File: src/rtl/rob_commit_pkg.sv
// Shared sizing, index types and state encoding for the ROB retire stage.
package rob_commit_pkg;

    localparam int unsigned ROB_ENTRIES = 32;
    localparam int unsigned NUM_PREGS   = 64;
    localparam int unsigned NUM_AREGS   = 16;

    localparam int unsigned ROB_W  = $clog2(ROB_ENTRIES);
    localparam int unsigned PREG_W = $clog2(NUM_PREGS);
    localparam int unsigned AREG_W = $clog2(NUM_AREGS);

    typedef logic [ROB_W-1:0]  rob_idx_t;
    typedef logic [PREG_W-1:0] preg_t;
    typedef logic [AREG_W-1:0] areg_t;

    typedef enum logic {
        RUN,
        RESTORE
    } commit_state_t;

endpackage

File: src/rtl/rob_commit_rat.sv
// Committed register alias table: one write port, two async read ports,
// reset to the identity mapping.
module committed_rat
    import rob_commit_pkg::*;
(
    input  logic  clk,
    input  logic  rst,
    input  logic  we,
    input  areg_t waddr,
    input  preg_t wdata,
    input  areg_t old_addr,
    output preg_t old_preg,
    input  areg_t restore_addr,
    output preg_t restore_preg
);

    preg_t crat [NUM_AREGS];

    always_ff @(posedge clk or posedge rst) begin
        if (rst) begin
            for (int unsigned i = 0; i < NUM_AREGS; i++) begin
                crat[i] <= preg_t'(i);
            end
        end else if (we) begin
            crat[waddr] <= wdata;
        end
    end

    assign old_preg     = crat[old_addr];
    assign restore_preg = crat[restore_addr];

endmodule

File: src/rtl/rob_commit.sv
// In-order retire stage: commits the ROB head, frees superseded pregs, and
// on exception/interrupt flushes then streams the committed map to rename.
module rob_commit
    import rob_commit_pkg::*;
(
    input  logic     clk,
    input  logic     rst,
    output rob_idx_t head_ptr,
    input  logic     head_valid,
    input  logic     head_busy,
    input  preg_t    head_preg,
    input  areg_t    head_areg,
    input  logic     head_exception,
    input  logic     head_mbegin,
    input  logic     head_mend,
    output logic     rob_pop,
    output logic     free_valid,
    output preg_t    free_preg,
    input  logic     irq_req,
    output logic     irq_ack,
    output logic     flush,
    output logic     exc_valid,
    output rob_idx_t exc_idx,
    output logic     restore_valid,
    output areg_t    restore_areg,
    output preg_t    restore_preg,
    output logic     restore_done
);

    commit_state_t state, state_next;
    rob_idx_t      head_next;
    logic          at_boundary, atb_next;
    areg_t         cnt, cnt_next;
    logic          free_next, done_next;
    logic          rat_we;
    logic          in_run, ready, take_irq, take_exc, commit;
    preg_t         old_preg, crat_rd;

    committed_rat u_crat (
        .clk          (clk),
        .rst          (rst),
        .we           (rat_we),
        .waddr        (head_areg),
        .wdata        (head_preg),
        .old_addr     (head_areg),
        .old_preg     (old_preg),
        .restore_addr (cnt),
        .restore_preg (crat_rd)
    );

    // The interrupt outranks a faulting head: that entry has not retired yet.
    assign in_run   = (state == RUN);
    assign ready    = head_valid & ~head_busy;
    assign take_irq = in_run & irq_req & at_boundary & head_valid;
    assign take_exc = in_run & ready & head_exception & ~take_irq;
    assign commit   = in_run & ready & ~head_exception & ~take_irq;

    assign exc_idx      = take_exc ? head_ptr : '0;
    assign restore_areg = (state == RESTORE) ? cnt : '0;
    assign restore_preg = (state == RESTORE) ? crat_rd : '0;

    always_comb begin
        state_next    = state;
        head_next     = head_ptr;
        atb_next      = at_boundary;
        cnt_next      = cnt;
        free_next     = 1'b0;
        done_next     = 1'b0;
        rat_we        = 1'b0;
        rob_pop       = 1'b0;
        flush         = 1'b0;
        exc_valid     = 1'b0;
        irq_ack       = 1'b0;
        restore_valid = 1'b0;
        unique case (state)
            RUN: begin
                if (take_irq || take_exc) begin
                    flush      = 1'b1;
                    exc_valid  = take_exc;
                    irq_ack    = take_irq;
                    head_next  = '0;
                    atb_next   = 1'b1;
                    cnt_next   = '0;
                    state_next = RESTORE;
                end else if (commit) begin
                    rob_pop   = 1'b1;
                    head_next = head_ptr + rob_idx_t'(1);
                    rat_we    = (head_areg != '0);
                    free_next = (head_areg != '0);
                    if (head_mend) begin
                        atb_next = 1'b1;
                    end else if (head_mbegin) begin
                        atb_next = 1'b0;
                    end
                end
            end
            RESTORE: begin
                restore_valid = 1'b1;
                cnt_next      = cnt + areg_t'(1);
                if (cnt == areg_t'(NUM_AREGS - 1)) begin
                    state_next = RUN;
                    done_next  = 1'b1;
                end
            end
            default: state_next = RUN;
        endcase
    end

    always_ff @(posedge clk or posedge rst) begin
        if (rst) begin
            state        <= RUN;
            head_ptr     <= '0;
            at_boundary  <= 1'b1;
            cnt          <= '0;
            free_valid   <= 1'b0;
            free_preg    <= '0;
            restore_done <= 1'b0;
        end else begin
            state        <= state_next;
            head_ptr     <= head_next;
            at_boundary  <= atb_next;
            cnt          <= cnt_next;
            free_valid   <= free_next;
            restore_done <= done_next;
            if (free_next) begin
                free_preg <= old_preg;
            end
        end
    end

endmodule

File: config.mk
export PLATFORM = sky130hd
export DESIGN_NAME = rob_commit
export DESIGN_NICKNAME = d
export VERILOG_FILES = /design/src/rtl/rob_commit_pkg.sv /design/src/rtl/rob_commit_rat.sv /design/src/rtl/rob_commit.sv
export SDC_FILE = /design/constraint.sdc
export NUM_CORES = 1
export LEC_CHECK = 0
export ABC_CLOCK_PERIOD_IN_PS = 4000
export CORE_MARGIN = 5
export CORE_UTILIZATION = 45
export DETAILED_ROUTE_END_ITERATION = 7
export HOLD_SLACK_MARGIN = 0.15
export MAX_ROUTING_LAYER = met4
export PLACE_DENSITY = 0.74
export SKIP_LAST_GASP = 1
export SYNTH_ARGS = -nofsm -noshare
export SYNTH_HDL_FRONTEND = slang
export SYNTH_SLANG_ARGS = --single-unit
File: constraint.sdc
create_clock -name clk -period 4 [get_ports clk]
set_clock_uncertainty 0.15 [all_clocks]
set_input_delay 0.4 -clock clk [delete_from_list [all_inputs] [get_ports clk]]
set_output_delay 0.4 -clock clk [all_outputs]
set_load 0.01 [all_outputs]
==> results.ini, run 1 <==
[worst_setup_path]
critPathBufInv=2
slowest_delay_ps=580
crit_fanout=28
crit_chain=buf_4, mux4_2, mux2i_1, o22ai_1, clkdlybuf4s50_1
required_ps=3450
startpoint_type=register
crit_family=buffers and inverters
critPathCaptureType=output pin
worst_ep_arrival_time_ps=2590
crit_type=reg -> out
cp_slowest_cell=mux4_2

[die]
core_sq_um=13100
die_y_um=125
die_w_um=125
die-area_sq_um=15700
start_util_pct=45.4
rows=42
ios=51

[placed_design]
place_hpwl_mm=9.49
gp_congestion=0.885
place_area_sq_um=6630
portBuffers=50

[logic_synthesis]
synth_seq_cells=115
seq_area_frac_synth_pct=49.0
synthArstFlopShare_pct=100
yosysWarningCount=0
synth.mux.area_fraction_pct=38.5
synth_nets=425
synth-compound-area-share_pct=3.55
synth_edf_count=0
synth_top_family_by_area=multiplexers
netlist-cell-type-count=37
synth-main-ff-cell=dfrtp_1
synthSimpleGateAreaFrac_pct=5.73
syn_area_per_cell_sq_um=14.7
syn-cell-area_sq_um=5960
synth_cells=405
synth_xor_area_share_pct=0.441
synth_fa_ha_area_share_pct=0.420

[grt]
antenna_found_initial=0
grt-ovfl-total=0
first_global_vias=4035
grt_start_max_net_pins=66
track_usage_pct=20.5
grt_pass1_wl_mm=23.8

[sta]
max_freq_mhz=318
slew_violations=0
hold_viol_final=0
post-route-period-util_pct=78.6
rsz0062_at_grt=no
fin_tns_setup_ps=0
fin_crit_ps=3140
finalSetupViolCount=0
tightest_slew_ps=967
relSlewSlack_pct=35.5

[route]
drtPass1Iterations=5
vias_per_cell=6.02
drcViolationCount=0
vias=3859
routed_wl_mm=14.8
ant_nets=0
drtIter0Drc=343
wl_per_cell_um=23.0

[final_layout]
final_common_cell=mux2_2
antenna_cells=0
final_cell_area_sq_um=7240
drive_gt1_share_pct=46.7
nets=472
area_growth_syn_to_layout_pct=21.4
final_cell_mix=95 x mux2_2, 82 x dfrtp_1, 49 x clkdlybuf4s50_1

[cts]
cts_hold_buf=0
cts_setup_buffers=0
cts_max_level=4
clock_path_buffers=2
cts_tree=done
insertion_delay_ps=420
cts_buffers=17
ctsResizeCount=0
cts.reportedPaths.clkPinSlew_ps=60
cts_sinks=115
cts_root_buf=clkbuf_16

[pwr]
ir_worst_vdd_uv=305
p_per_area_nw_per_um2=548
power.leakage_uw=0.00316

[hold_path]
hp-class=reg -> reg

[job]
maxCapViolations=0

[run_status]
status=finished, final reports clean

## power breakdown
group	leakage (uW)	internal (uW)	switching, uW
registers	0.00146	1340	146
clock network	0.000296	1040	501
logic	0.00140	487	448
total	0.00316	2870	1090
## registers in the layout (all words and copies together), names as in the netlist
signal / count
free_preg: 6
at_boundary: 1
restore_done: 1
state: 1
cnt: 4
free_valid: 1
head_ptr: 5
u_crat.crat: 96
## through the flow
stage	power, uW	cells	utilization (%)	hold slack (ps)	setup slack [ps]
floorplan	2100	405	-	291	461
global placement	2400	609	50.5	231	1050
detailed placement	2430	609	50.5	233	954
CTS	3980	641	55.1	246	830
global route	4130	641	55.1	252	658
finish	3960	641	55.1	246	855
## synth_stat cells, types with 2 or more instances
cell      instances  area (sq um)
mux2_2           95          1070
buf_2             9          45.0
dfrtp_1          82          2050
and2_1            9          56.3
ha_1              2          25.0
nand4_1           4          25.0
xor2_1            2          17.5
nor2b_1           2          12.5
mux2i_1          12           120
nand2_1          20          75.1
mux2_1            2          22.5
o21ai_0           7          35.0
a22oi_1          12          90.1
a21oi_1           3          15.0
nor2_1            9          33.8
o22ai_1           6          37.5
mux4_2           48          1080
inv_1             4          15.0
nand3_1           7          35.0
clkbuf_1         21          78.8
dfstp_2          33           867
## logic make-up (layout without fill, tap and decap cells)
| family | Yosys count | count (layout) |
|---|---|---|
| AO/OA/AOI/OAI | 32 | 32 |
| XOR/XNOR | 3 | 3 |
| adder cells (fa/ha/maj) | 2 | 2 |
| buffers and inverters | 36 | 96 |
| flip-flops | 115 | 115 |
| multiplexers | 157 | 157 |
| AND/OR/NAND/NOR | 60 | 60 |
## layout make-up
type,instances,area [sq um]
Timing Repair Buffer,59,576
Clock inverter,5,100
Inverter,5,21.3
Clock buffer,27,503
Sequential cell,115,2920
Multi-Input combinational cell,254,2900
Fill cell,1050,5900
Tap cell,176,220
## worst paths after layout
path | depth (start not counted) | start | slack (ps) | end
max | 5 | cnt[0] | 860 | restore_preg[1]
min | 0 | u_crat.crat[93] | 250 | u_crat.crat[93]
max reg2reg | 4 | state | 1400 | u_crat.crat[22]
min reg2reg | 0 | u_crat.crat[93] | 250 | u_crat.crat[93]
max in group asynchronous | 3 | rst | 2540 | u_crat.crat[68]
min in group asynchronous | 2 | rst | 360 | u_crat.crat[88]
## layer usage
layer	wire length, um	up-vias	part of all wire (%)	GRT usage (%)
met5	0	-	0	-
met4	404	0	2.7	7.78
met2	7120	201	48	32.3
met1	6040	1988	41	25.6
met3	1210	32	8.2	5.25
li1	-	1638	-	-
(Power assumes the default switching activity.)
==> run 2, diff against run 1 <==
--- a/config.mk
+++ b/config.mk
@@ -5,13 +5,13 @@
 export SDC_FILE = /design/constraint.sdc
 export NUM_CORES = 1
 export LEC_CHECK = 0
-export ABC_CLOCK_PERIOD_IN_PS = 4000
+export ABC_CLOCK_PERIOD_IN_PS = 2650
 export CORE_MARGIN = 5
 export CORE_UTILIZATION = 45
 export DETAILED_ROUTE_END_ITERATION = 7
 export HOLD_SLACK_MARGIN = 0.15
 export MAX_ROUTING_LAYER = met4
-export PLACE_DENSITY = 0.74
+export PLACE_DENSITY = 0.76
 export SKIP_LAST_GASP = 1
 export SYNTH_ARGS = -nofsm -noshare
 export SYNTH_HDL_FRONTEND = slang
==> constraint.sdc (replaced) <==
create_clock -name clk -period 2.65 [get_ports clk]
set_clock_uncertainty 0.15 [all_clocks]
set_input_delay 0.265 -clock clk [delete_from_list [all_inputs] [get_ports clk]]
set_output_delay 0.265 -clock clk [all_outputs]
set_load 0.01 [all_outputs]
==> results.ini, run 2 (synthesis gave the netlist of run 1 again) <==
[run_status]
status=finished, final reports clean

[worst_setup_path]
reg2reg_to=u_crat.crat[53]
crit_family=multiplexers
crit_type=reg -> out
crit_fanout=7
rr_worst_depth=4
ff2ff_setup_slack_ps=290
startpoint_type=register
crit_path_end=restore_preg[1]
required_ps=2240
crit_path_start=cnt[0]
slowest_delay_ps=500
cp_slowest_cell=dfrtp_2
cp.depth=5
worst_r2r_startpoint=state
crit_chain=clkbuf_16, mux4_2, mux2i_1, o22ai_1, dlygate4sd2_1
critPathCaptureType=output pin
critPathBufInv=2
worst_ep_arrival_time_ps=2210

[final_layout]
antenna_cells=0
nets=496
area_growth_syn_to_layout_pct=26.3
largest_registers=u_crat.crat (96), free_preg (6), head_ptr (5)
final_common_cell=mux2_2
instances_no_fill=665
register_area_sq_um=2920
regMostFlops=u_crat.crat
final_cell_area_sq_um=7530
nFillCells=1000
drive_gt1_share_pct=50.5
multi_input_area_sq_um=2910
final_cell_mix=95 x mux2_2, 80 x dfrtp_1, 48 x mux4_2
largest_reg_flops=96

[sta]
tightest_slew_ps=709
relSlewSlack_pct=52.6
finalSetupViolCount=0
hold_viol_final=0
fin_crit_ps=2620
max_freq_mhz=381
slew_violations=0
rsz0062_at_grt=yes
post-route-period-util_pct=99.1

[die]
core_sq_um=13100
die_y_um=125
ios=51
rows=42
start_util_pct=45.4
die-area_sq_um=15700
die_w_um=125

[route]
vias_per_cell=6.20
ant_nets=0
wl_met2_mm=7.56
wl_met1_mm=6.33
wl_per_cell_um=23.9
met3_length_mm=1.57
drtPass1Iterations=5
routed_wl_mm=15.9
drtIter0Drc=327
topRoutingLayerUsed=met4
vias=4122
drcViolationCount=0

[cts]
cts_hold_buf=0
insertion_delay_ps=410
cts_buffers=17
cts_tree=done
cts.reportedPaths.clkPinSlew_ps=50
clock_path_buffers=2
cts_root_buf=clkbuf_16
cts_sinks=115
cts_max_level=4

[pwr]
power.leakage_uw=0.00334
ir_worst_vdd_uv=476
p_per_area_nw_per_um2=831

[placed_design]
place_hpwl_mm=10.2
gp_congestion=0.851
place_inst=627
place_area_sq_um=6820
portBuffers=50

[grt]
first_global_vias=4367
grt-ovfl-total=0
grt_pass1_wl_mm=25.7
track_usage_pct=22.0
antenna_found_initial=0
grt_start_max_net_pins=41

[hold_path]
hp-class=in -> async

[job]
maxCapViolations=0

-- run 2: cell count changes in the layout (fill, tap and decap cells not counted), sizes merged --
cell / delta
buf: +23
clkdlybuf4s50: -6
clkbuf: +3
clkdlybuf4s15: +3
clkinv: -1
clkinvlp: +1
dlygate4sd2: +1
dlymetal6s2s: +1
inv: -1
-- run 2: worst min path at each step --
stage	to	start
floorplan	u_crat.crat[28]	head_preg[4]
CTS	u_crat.crat[83]	rst
global route	u_crat.crat[88]	rst
finish	free_preg[5]	rst
detailed placement	u_crat.crat[90]	u_crat.crat[90]
global placement	u_crat.crat[91]	u_crat.crat[91]
-- run 2: power by group --
part           total [uW]  internal (uW)  switching [uW]
clock                2380           1630             749
combinational        1640            887             749
sequential           2250           2030             224
total                6260           4540            1720
-- run 2: stage by stage --
stage | setup slack, ps | utilization, % | TNS [ps] | power [uW] | hold slack [ps]
final | 25.0 | 57.3 | 0 | 6260 | 166
after global routing | -37.1 | 57.3 | -37.1 | 6530 | 217
after CTS | -161 | 57.0 | -167 | 6220 | 187
after detailed placement | 64.3 | 51.9 | 0 | 3760 | 243
after global placement | 123 | 51.9 | 0 | 3700 | 238
after floorplan | 535 | - | 0 | 3170 | 247
-- run 2: per-layer routing --
metal / global-route usage (%) / up-vias
met5: - / -
met4: 7.72 / 0
met3: 6.78 / 39
met2: 33.1 / 254
met1: 28.5 / 2121
li1: - / 1708
-- run 2: what timing repair did --
item                                    in CTS  in global routing
endpoints found under the hold margin        0                  0
gates cloned                                 1                  1
endpoints found under the setup margin      14                 11
gates resized for setup                      8                  8
pin swaps                                    1                  0
setup buffers                                1                  3
-- run 2: layout make-up --
cell class | count | share of cell area (%)
Tap cell | 176 | 2.92
Timing Repair Buffer | 83 | 11.1
Inverter | 5 | 0.299
Multi-Input combinational cell | 254 | 38.6
Clock inverter | 4 | 1.26
Clock buffer | 28 | 6.99
Sequential cell | 115 | 38.8
==> run 3, diff against run 2 <==
--- a/config.mk
+++ b/config.mk
@@ -5,13 +5,13 @@
 export SDC_FILE = /design/constraint.sdc
 export NUM_CORES = 1
 export LEC_CHECK = 0
-export ABC_CLOCK_PERIOD_IN_PS = 2650
+export ABC_CLOCK_PERIOD_IN_PS = 2100
 export CORE_MARGIN = 5
-export CORE_UTILIZATION = 45
+export CORE_UTILIZATION = 53
 export DETAILED_ROUTE_END_ITERATION = 7
 export HOLD_SLACK_MARGIN = 0.15
 export MAX_ROUTING_LAYER = met4
-export PLACE_DENSITY = 0.76
+export PLACE_DENSITY = 0.86
 export SKIP_LAST_GASP = 1
 export SYNTH_ARGS = -nofsm -noshare
 export SYNTH_HDL_FRONTEND = slang
==> constraint.sdc (replaced) <==
create_clock -name clk -period 2.1 [get_ports clk]
set_clock_uncertainty 0.15 [all_clocks]
set_input_delay 0.21 -clock clk [delete_from_list [all_inputs] [get_ports clk]]
set_output_delay 0.21 -clock clk [all_outputs]
set_load 0.01 [all_outputs]
==> results.ini, run 3 (synthesis gave the netlist of run 1 again) <==
[sta]
rsz0062_at_grt=yes
fin_crit_ps=2440
tightest_slew_ps=632
finalSetupViolCount=76
timing.hold.ws_ps=254
post-route-period-util_pct=116
relSlewSlack_pct=57.7
setup_ws_ps=-338
hold_viol_final=0
max_freq_mhz=410
slew_violations=0

[worst_setup_path]
worst_r2r_startpoint=state
reg2reg_to=u_crat.crat[4]
slowest_delay_ps=500
crit_chain=buf_12, buf_4, mux4_2, mux2i_1, o22ai_1, buf_2
ff2ff_setup_slack_ps=-200
crit_type=reg -> out
critPathCaptureType=output pin
rr_worst_depth=7
crit_family=multiplexers
worst_ep_arrival_time_ps=2080
cp_slowest_cell=mux4_2
startpoint_type=register
critPathBufInv=3
required_ps=1740
crit_fanout=5

[die]
ios=51
die-area_sq_um=13500
rows=38
core_sq_um=10900
die_w_um=116
start_util_pct=54.5
die_y_um=116

[route]
routed_wl_mm=18.2
drtPass1Iterations=5
vias_per_cell=6.58
drtIter0Drc=433
wl_per_cell_um=26.9
drcViolationCount=0
ant_nets=0
vias=4459

[pwr]
p_per_area_nw_per_um2=1010
ir_worst_vdd_uv=804
comb_power_share_pct=29.3
power.share.clock_pct=36.5
swShare_pct=29.3
seqPwrFrac_pct=34.3
p_int_uw=5860
p_sw_uw=2430
power.leakage_uw=0.00374

[cts]
cts_max_level=4
cts_buffers=17
cts_sinks=115
cts_tree=done
cts_root_buf=clkbuf_16
clock_path_buffers=2
insertion_delay_ps=410
cts.reportedPaths.clkPinSlew_ps=50

[grt]
first_global_vias=4665
grt-ovfl-total=0
antenna_found_initial=0
grt_start_max_net_pins=52
grt_pass1_wl_mm=26.1
track_usage_pct=27.2

[final_layout]
drive_gt1_share_pct=62.6
nFillCells=602
final_common_cell=mux2_2
area_growth_syn_to_layout_pct=37.3
regMostFlops=u_crat.crat
largest_registers=u_crat.crat (96), free_preg (6), head_ptr (5)
largest_reg_flops=96
antenna_cells=0
nets=545
instances_no_fill=678
final_cell_mix=94 x mux2_2, 81 x dfrtp_1, 48 x mux4_2

[placed_design]
place_inst=620
portBuffers=50
gp_congestion=0.900
place_hpwl_mm=10.9

[run_status]
violations=setup timing
status=complete, but fails checks

[job]
maxCapViolations=0

[hold_path]
hold_path.startpoint=u_crat.crat[93]
hp-class=reg -> reg
hold_end=u_crat.crat[93]
holdPathStages=0

## run 3: worst max path at each step
stage,cells past startpoint,startpoint,end,slack [ps]
after floorplan,5,cnt[0],restore_preg[4],40
after global placement,5,head_valid,u_crat.crat[28],-320
after detailed placement,5,head_valid,u_crat.crat[28],-380
after CTS,6,cnt[0],restore_preg[2],-310
after global routing,6,cnt[0],restore_preg[2],-380
final,6,cnt[0],restore_preg[4],-340
## run 3: cell type report
cell class | count | area [sq um] | share of cell area (%)
Tap cell | 140 | 175 | 2.14
Clock inverter | 15 | 190 | 2.32
Sequential cell | 115 | 2920 | 35.7
Inverter | 5 | 26.3 | 0.321
Multi-Input combinational cell | 254 | 3080 | 37.7
Timing Repair Buffer | 132 | 1370 | 16.7
Clock buffer | 17 | 425 | 5.20
## run 3: what timing repair did
action | in CTS | in global routing
hold buffers | 1 | 0
resized for setup | 66 | 85
setup endpoints to repair | 39 | 111
setup buffers | 16 | 11
endpoints found under the hold margin | 52 | 0
pin swaps | 7 | 11
## run 3: metrics by stage
| stage | total power [uW] | setup slack, ps | setup TNS (ps) | utilization, % | instance area, sq um |
|---|---|---|---|---|---|
| after floorplan | 4000 | 39.9 | 0 | - | 5970 |
| after global placement | 4830 | -319 | -17700 | 64.4 | 7040 |
| after detailed placement | 4910 | -382 | -21900 | 64.4 | 7040 |
| after CTS | 8130 | -312 | -2830 | 71.6 | 7830 |
| after global routing | 8580 | -379 | -11720 | 74.9 | 8190 |
| final | 8290 | -338 | -7500 | 74.9 | 8190 |
## run 3: worst reg2reg max path, cell delays in order, from the launching register on
cell and delay (ps):
dfrtp_1 420, or3b_4 440, buf_6 150, nor2_4 90, buf_6 160, nand4_1 240
buf_6 230, mux2_2 290
## run 3: power groups by stage
stage,logic [uW],registers (uW),clock network (uW)
floorplan,1260,2740,0
global placement,2020,2810,0
detailed placement,2080,2830,0
CTS,2290,2810,3030
global route,2570,2860,3150
finish,2430,2840,3020
## run 3: layer usage
| layer | global-route usage, % | part of all wire, % | vias to the layer above |
|---|---|---|---|
| met4 | 12.0 | 4.4 | 0 |
| met3 | 8.15 | 9.1 | 67 |
| met1 | 33.1 | 37 | 2299 |
| met5 | - | 0 | - |
| li1 | - | - | 1797 |
| met2 | 42.4 | 49 | 296 |
==> edit (flow settings as in run 2) <==
Add an input register stage for `irq_req`, without a reset; this delays it by one clock. The other inputs are not delayed to match.
--- a/src/rtl/rob_commit.sv
+++ b/src/rtl/rob_commit.sv
@@ -27,6 +27,12 @@
     output logic     restore_done
 );
 
+    logic irq_req_q;
+
+    always_ff @(posedge clk) begin
+        irq_req_q <= irq_req;
+    end
+
     commit_state_t state, state_next;
     rob_idx_t      head_next;
     logic          at_boundary, atb_next;
@@ -51,7 +57,7 @@
     // The interrupt outranks a faulting head: that entry has not retired yet.
     assign in_run   = (state == RUN);
     assign ready    = head_valid & ~head_busy;
-    assign take_irq = in_run & irq_req & at_boundary & head_valid;
+    assign take_irq = in_run & irq_req_q & at_boundary & head_valid;
     assign take_exc = in_run & ready & head_exception & ~take_irq;
     assign commit   = in_run & ready & ~head_exception & ~take_irq;
 
Behaviour: not the same (a bounded check fails within 4 cycles, from zero or initial values and one cycle with rst high).
==> edit against run 2 <==
  * Maximum frequency is 1.3% higher
  * Total power is 0.47% higher
  * Wire length fell by 2.4%
  * Final area rose by 1.1%
  * Via count is 2.9% lower
  * Worst setup slack better by 0.032 ns
  * Global-route usage decreased by 1.1 points
  * Synthesized area up 3.0%
  * Hold slack improved by 0.056 ns
  * Sequential cell count grew 1
  * Critical path type unchanged
  * Critical endpoint is now restore_preg[4]
  * Largest cell class is now multi-input combinational cells
==> edit: results (changes against run 2) <==
- Worst r2r path cells: 6 (+2)
- WL final: 15500 um (-2.4%)
- Final GP Congestion: 0.8461 (-0.58%)
- Number of unique standard cell types used by synthesis: 45 (+22%)
- Inst Count DP: 639 (+1.9%)
- Final HPWL DP: 10640 um (+4.3%)
- Slew HR: 56.89% (+4.3 points)
- Leakage: 0.003323 uW (-0.38%)
- Final-layout fill cell count: 1008 (+0.80%)
- Routed wire length per instance: 22.73 um (-4.8%)
- Number of global-route vias before repair: 4220 (-3.4%)
- Cell count after synthesis: 426 (+5.2%)
- Sequential area share after synthesis: 47.83% (-1.1 points)
- Detailed Route Iter0 Violations: 313 (-4.3%)
- Largest net degree at the start of global routing: 66 (+61%)
- Outcome: complete, no violations
- Async set-or-reset flop fraction in the synthesized netlist: 99.14% (-0.86 points)
- Critical Path AT: 2.18 ns (-0.03 ns)
- Largest cells by area after synthesis: dfrtp_1, mux2_2, mux4_2, dfstp_2, mux2i_1
- Hold Slack: 0.2216 ns (+0.05563 ns)
- Via density: 5.867 (-5.4%)
- Global Route Usage Sum: 20.87% (-1.1 points)
- Final net count: 513 (+3.4%)
- Post-synth top cells: mux2_2, dfrtp_1, mux4_2
- Min-delay worst type: flip-flop to flip-flop
[edit: worst max path at each step]
stage               start              end  depth (start not counted)
6_report           cnt[0]  restore_preg[4]                          6
5_1_grt            cnt[0]  restore_preg[4]                          6
4_1_cts            cnt[0]  restore_preg[0]                          6
3_5_place_dp   head_valid       exc_idx[0]                          6
3_3_place_gp   head_valid       exc_idx[0]                          6
2_1_floorplan      cnt[0]  restore_preg[2]                          5
[edit: per-layer routing]
layer	up-vias	routed length (um)	share of wire (%)
met3	20	976	6.3
met5	-	0	0
met1	2087	6684	43
met2	125	7617	49
met4	0	221	1.4
li1	1769	-	-
[edit: cell families (layout without fill, tap and decap cells)]
logic type	after synthesis	count (layout)	synth area share, %
AOI/OAI and AO/OA	39	39	4.541
xor gates and xnor gates	3	3	0.4277
adders and majority gates	2	2	0.4072
buffers and inverters	43	123	3.421
DFF	116	116	47.83
muxes	156	156	35.80
and+or+nand+nor	67	67	7.575
[edit: final cells by class]
type	count	area [um^2]	share of cell area, %
multi-input combinational	267	3003	39.42
inverter	8	33.78	0.4435
clock buffer	25	515.5	6.767
tap	176	220.2	2.891
sequential	116	2942	38.62
clock inverter	7	70.07	0.9198
timing repair buffer	83	833.3	10.94
[edit: report_power, final]
group          internal (uW)  switching, uW  leakage [uW]
Combinational            982            816       0.00158
Clock                   1430            781      0.000278
Sequential              2060            219       0.00146
[edit: timing repair]
item                                    4_1_cts  5_1_grt
hold buffers                                  2        0
buffers inserted                              3        4
endpoints found under the setup margin       12       10
hold endpoints to repair                      3        0
cloned                                        2        0
resized for setup                            20        5
pin swaps                                     1        1
[edit: worst max-delay path, cell delays in order, from the launching register on]
cell,delay [ns]
dfrtp_2,0.40
buf_4,0.14
buf_16,0.16
mux4_2,0.51
mux2i_1,0.14
o22ai_1,0.11
dlygate4sd2_1,0.31
[edit: stage by stage]
stage / TNS, ns / cell area (um^2) / utilization (%) / setup slack, ns
final: 0 / 7617 / 57.29 / 0.05747
after global routing: -0.01193 / 7617 / 57.29 / -0.01193
after CTS: -0.2137 / 7591 / 57.10 / -0.1255
after detailed placement: 0 / 6912 / 51.99 / 0.09986
after global placement: 0 / 6912 / 51.99 / 0.1829
after floorplan: 0 / 6148 / - / 0.6228
